File: src/rtl/anubis_pkg.sv
// anubis_pkg: shared constants, FSM states and round-constant table for the ANUBIS key schedule
package anubis_pkg;
  localparam int KEY_W = 128;
  localparam int MAX_ROUNDS = 12;
  typedef enum logic [2:0] {S_IDLE, S_EMIT, S_LOAD, S_STEP, S_CAPTURE} state_t;
  localparam logic [31:0] RC_TABLE [MAX_ROUNDS] = '{
    32'ha7d3e671, 32'hd0ac4d79, 32'h3ac991fc, 32'h1e4754bd,
    32'h8ca57afb, 32'h63b8ddd4, 32'he5b3c5be, 32'ha9880ca2,
    32'h39df29da, 32'h2ba8cb4c, 32'h4b22aa24, 32'h4170a6f9
  };
  function automatic logic [31:0] rc_word(input logic [3:0] r);
    return (r >= 4'd1 && r <= 4'(MAX_ROUNDS)) ? RC_TABLE[r - 4'd1] : 32'h0;
  endfunction
endpackage

File: src/rtl/anubis_rc_rom.sv
// anubis_rc_rom: maps round number 1..12 to the 128-bit round constant, zero elsewhere
module anubis_rc_rom #(
  parameter int KEY_W = anubis_pkg::KEY_W
) (
  input  logic [3:0]       r,
  output logic [KEY_W-1:0] rc
);
  import anubis_pkg::*;
  assign rc = {rc_word(r), {(KEY_W-32){1'b0}}};
endmodule

File: src/rtl/anubis_key_sched_ctrl.sv
// anubis_key_sched_ctrl: sequences the ANUBIS key evolution and streams R+1 key states
module anubis_key_sched_ctrl #(
  parameter int ROUNDS = 12,
  parameter int KEY_W = anubis_pkg::KEY_W
) (
  input  logic             clk,
  input  logic             reset,
  input  logic             start,
  input  logic [KEY_W-1:0] key,
  input  logic             abort,
  output logic             busy,
  output logic             done,
  output logic             evo_load,
  output logic             evo_en,
  output logic [KEY_W-1:0] evo_key,
  output logic [KEY_W-1:0] evo_rc,
  input  logic [KEY_W-1:0] evo_out,
  output logic             rk_valid,
  input  logic             rk_ready,
  output logic [KEY_W-1:0] rk_data,
  output logic [3:0]       rk_index
);
  import anubis_pkg::*;
  localparam logic [3:0] LAST = 4'(ROUNDS);
  state_t           state;
  logic [KEY_W-1:0] key_reg;
  logic [KEY_W-1:0] rc_next;
  logic [3:0]       r;
  logic [1:0]       phase;
  assign evo_key  = key_reg;
  assign rk_data  = key_reg;
  assign rk_index = r;
  anubis_rc_rom #(.KEY_W(KEY_W)) u_rc_rom (
    .r  (r + 4'd1),
    .rc (rc_next)
  );
  // Key-schedule FSM: emit, load, four phase enables, capture; abort drops straight to idle
  always_ff @(posedge clk) begin
    if (reset) begin
      state    <= S_IDLE;
      key_reg  <= '0;
      r        <= '0;
      phase    <= '0;
      busy     <= 1'b0;
      done     <= 1'b0;
      evo_load <= 1'b0;
      evo_en   <= 1'b0;
      evo_rc   <= '0;
      rk_valid <= 1'b0;
    end else if (abort) begin
      state    <= S_IDLE;
      busy     <= 1'b0;
      done     <= 1'b0;
      evo_load <= 1'b0;
      evo_en   <= 1'b0;
      evo_rc   <= '0;
      rk_valid <= 1'b0;
    end else begin
      done     <= 1'b0;
      evo_load <= 1'b0;
      case (state)
        S_IDLE: if (start) begin
          key_reg  <= key;
          r        <= '0;
          busy     <= 1'b1;
          rk_valid <= 1'b1;
          state    <= S_EMIT;
        end
        S_EMIT: if (rk_ready) begin
          rk_valid <= 1'b0;
          if (r == LAST) begin
            done  <= 1'b1;
            busy  <= 1'b0;
            state <= S_IDLE;
          end else begin
            r        <= r + 4'd1;
            evo_load <= 1'b1;
            evo_rc   <= rc_next;
            state    <= S_LOAD;
          end
        end
        S_LOAD: begin
          phase  <= '0;
          evo_en <= 1'b1;
          state  <= S_STEP;
        end
        S_STEP: begin
          phase <= phase + 2'd1;
          if (phase == 2'd3) begin
            evo_en <= 1'b0;
            state  <= S_CAPTURE;
          end
        end
        S_CAPTURE: begin
          key_reg  <= evo_out;
          evo_rc   <= '0;
          rk_valid <= 1'b1;
          state    <= S_EMIT;
        end
        default: state <= S_IDLE;
      endcase
    end
  end
endmodule

File: config.mk
export PLATFORM = sky130hd
export DESIGN_NAME = anubis_key_sched_ctrl
export DESIGN_NICKNAME = d
export VERILOG_FILES = /design/src/rtl/anubis_pkg.sv /design/src/rtl/anubis_rc_rom.sv /design/src/rtl/anubis_key_sched_ctrl.sv
export SDC_FILE = /design/constraint.sdc
export NUM_CORES = 1
export LEC_CHECK = 0
export ABC_CLOCK_PERIOD_IN_PS = 2400
export CORE_AREA = 4 4 250 252
export DETAILED_ROUTE_END_ITERATION = 10
export DIE_AREA = 0 0 254 256
export PLACE_DENSITY_LB_ADDON = 0.08
export SLEW_MARGIN = 20
export SYNTH_ARGS = -nofsm -noshare
export SYNTH_HDL_FRONTEND = slang
export SYNTH_SLANG_ARGS = --single-unit
File: constraint.sdc
create_clock -name clk -period 2.4 [get_ports clk]
set_input_delay 0.48 -clock clk [delete_from_list [all_inputs] [get_ports clk]]
set_output_delay 0.48 -clock clk [all_outputs]
set_load 0.02 [all_outputs]
==> results.rst <==
.. list-table::
   :header-rows: 1

   * - Metric
     - Value
   * - Req. time, crit path
     - around 1.9 ns
   * - Deepest clock path buffer count
     - 2
   * - Overflow left after global routing
     - 0
   * - Number of cell instances on the worst register-to-register path
     - 8
   * - Wire length on met2
     - 22400 um
   * - Power per unit of standard cell area
     - 526 nW/um^2
   * - Row cnt
     - 90
   * - Wirelength per Cell
     - 19.2 um
   * - Area share of the leading cell type in the synthesized netlist
     - 0.358
   * - Critical Path Max Stage Delay
     - 0.64 ns
   * - Area leader, netlist
     - dfxtp_1
   * - Number of top-level pins
     - 654
   * - Final Cycle Share
     - 0.934
   * - Buffers inserted during post-CTS setup optimization
     - 0
   * - Lkg Pwr
     - 5.55 nW
   * - Number of buffers created by CTS
     - 17
   * - Setup repair after global routing missed its margin
     - false
   * - Arrival time at the worst endpoint
     - 1.76 ns
   * - Area of the mapped netlist
     - 9740 um^2
   * - Worst slack at placement
     - between 0.05 and 0.06 ns
   * - Slowest library cell on the worst path
     - clkdlybuf4s50_1
   * - Most area-consuming cells after synthesis
     - dfxtp_1 (36%), buf_4 (17%), mux2i_1 (14%)
   * - Initial drt markers
     - 268
   * - Fin nets
     - 1796
   * - Routed via count
     - 8886
   * - Die ar.
     - between 60000 and 70000 um^2
   * - Final instance area
     - between 15000 and 20000 um^2
   * - Peak clock frequency supported by timing
     - 446 MHz
   * - CP startpoint kind
     - register
   * - Initial standard-cell utilization of the core
     - 0.162
   * - Sinks on the clock net
     - 174
   * - Max capacitance violation total
     - 0
   * - Cell-by-cell trace of the critical path
     - buf_4 > clkdlybuf4s50_1
   * - Worst-Skew Late Latency
     - 0.48 ns
   * - Detail-routed via count per cell
     - 3.82
   * - Synthesized instance count
     - 1089
   * - Clock transition time at the flip-flop clock pins of the worst setup and hold paths
     - 0.07 ns
   * - Post-cts gate resize count
     - 0
   * - Clock H-tree levels
     - 4
   * - Element type at the critical path end
     - output pin
   * - Average instance area after synthesis
     - 8.94 um^2
   * - Top cells by count, synth
     - buf_4 (227), dfxtp_1 (174), nor2_1 (154)
   * - Die outline width
     - 254 um
   * - Minimum period implied by the final worst setup slack
     - 2.24 ns
   * - Path type of the worst setup path
     - reg2out
   * - Total length of routed met3 wires
     - 3490 um
   * - Unique cell type count in the Yosys netlist
     - 49
   * - Highest metal layer used by the detailed router
     - met5
   * - Iteration count of the initial detailed-routing pass
     - 4
   * - Die extent in y
     - 256 um
   * - Root Buffer Master
     - clkbuf_16
   * - Warning count from the yosys run
     - 0
   * - Peak supply drop
     - roughly 0.00053 V
   * - Sequential fraction of the synthesis area
     - 0.358
   * - Relative area change from synthesis to final layout
     - 63.8%
   * - Endpoints failing hold
     - 0
   * - TritonCTS clock tree
     - built
   * - Total Wirelength
     - between 40000 and 50000 um
   * - Remaining antenna violation count
     - 0
   * - Final count of negative-setup-slack endpoints
     - 0
   * - GRT Overall Usage
     - 0.133
   * - Classification of the worst-slack hold path
     - in2reg
   * - Placed cell areas
     - 15300 um^2
   * - Weighted congestion at the end of routability-driven global placement
     - 0.770
   * - Detailed placer's ending HPWL
     - 36200 um
   * - Via count of the first global-routing pass
     - roughly 8900
   * - Slew margin rel.
     - 0.594
   * - Main synth FF type
     - dfxtp_1
   * - Number of antenna violations at the first check in global routing
     - 10
   * - Cell depth of the worst min-delay path
     - 2
   * - Measured slew at the worst slew-check pin
     - 0.609 ns
   * - Final count of pins violating max slew
     - 0
   * - Worst-case clock skew
     - 0.00964 ns
   * - Area of the core region
     - 60100 um^2
   * - Largest fanout on the critical path
     - 15
   * - Pin count of the biggest net entering global routing
     - 115
   * - Input/output buffers
     - between 500 and 600
   * - Share of the core filled with cells
     - 0.265
   * - Post-synth EDFFs
     - 0
   * - FFs w/ async S/R, synth
     - 0
   * - Post-Route M1 WL
     - 17800 um
   * - Filler cell count
     - ~6500
   * - Drc violations
     - 0
   * - Register-to-register setup slack
     - 0.16 ns
   * - Synthesized flop and latch total
     - 174
   * - Most common cell in the netlist
     - buf_4
   * - Smallest setup slack after layout
     - 0.159 ns
   * - Global-route wire length before repair
     - 63300 um
   * - Seq. cell area
     - 3490 um^2
   * - Run status
     - complete, no violations
   * - Multi-input logic area
     - 4590 um^2
   * - Setup TNS
     - 0 ns
   * - Layout cell share with drive strength beyond 1
     - 0.0743
   * - Post-cts hold buffer count
     - 0
-- worst max-delay path, delay by kind of cell (launching register included) --
kind     cells  cell delay, ns
flops        1            0.38
buf+inv      2            0.90
-- registers in the layout, indices dropped and copies added, names as in the netlist --
register / flops
busy: 1
done: 1
evo_en: 1
evo_key: 128
evo_load: 1
evo_rc: 32
phase: 2
rk_index: 4
rk_valid: 1
state: 3
-- per-layer routing --
metal / up-vias / track usage
li1: 4371 / -
met1: 4108 / 0.152
met2: 369 / 0.231
met5: - / 0
met4: 2 / 0.0450
met3: 36 / 0.0444
-- placed cells by master (no fill, tap or decap), drive strengths merged, types with 3 or more instances in the layout --
cell type and n:
clkdlybuf4s50 556, dfxtp 174, nor2 155, mux2i 141, a211oi 132, conb 96, buf 61, nand2 34
a21oi 28, o21ai 25, clkbuf 18, inv 16, ha 13, diode 10, a22o 10, nand3 8
or3 7, nor3 5, clkinv 5, nand2b 4, a32o 4, xnor2 4, xor2 4, a31o 3
a22oi 3, bufinv 3, mux2 3, nor3b 3
-- cells by family after synthesis --
kind of cell    count (synthesis)  share of synthesized area
buf+inv                       310                      0.211
simple gates                  222                     0.0961
compound gates                217                      0.158
flops                         174                      0.358
mux                           144                      0.149
fa+ha+maj                      13                     0.0167
xor+xnor                        8                     0.0107
other cells                     1                   0.000385
-- final timing paths --
kind | endpoint | start
max reg2reg | evo_rc[126]$_SDFFE_PP0P_ | rk_index[0]$_SDFFE_PP0P_
min reg2reg | evo_rc[112]$_SDFFE_PP0P_ | evo_rc[112]$_SDFFE_PP0P_
min | phase[0]$_SDFFE_PP0P_ | reset
max | rk_index[0] | rk_index[0]$_SDFFE_PP0P_
-- power breakdown --
part / switching, mW / internal (mW)
registers: 0.171 / 3.05
clock network: 1.35 / 1.68
logic: 1.04 / 1.09
-- area by class of cell --
class,count,share of cell area
Clock inverter,14,0.0114
Multi-Input combinational cell,700,0.288
Antenna cell,10,0.00157
Timing Repair Buffer,617,0.389
Inverter,12,0.00282
Clock buffer,18,0.0275
Sequential cell,174,0.218
Tap cell,782,0.0613
-- through the flow --
stage               power (mW)  hold slack, ns  cells
global placement          5.45           0.445   2285
CTS                       8.61           0.227   2317
finish                    8.39           0.265   2327
floorplan                 4.46           0.453   1184
detailed placement        5.46           0.450   2285
global route              8.84           0.236   2323
No activity file was read; power rests on OpenSTA's default activity.
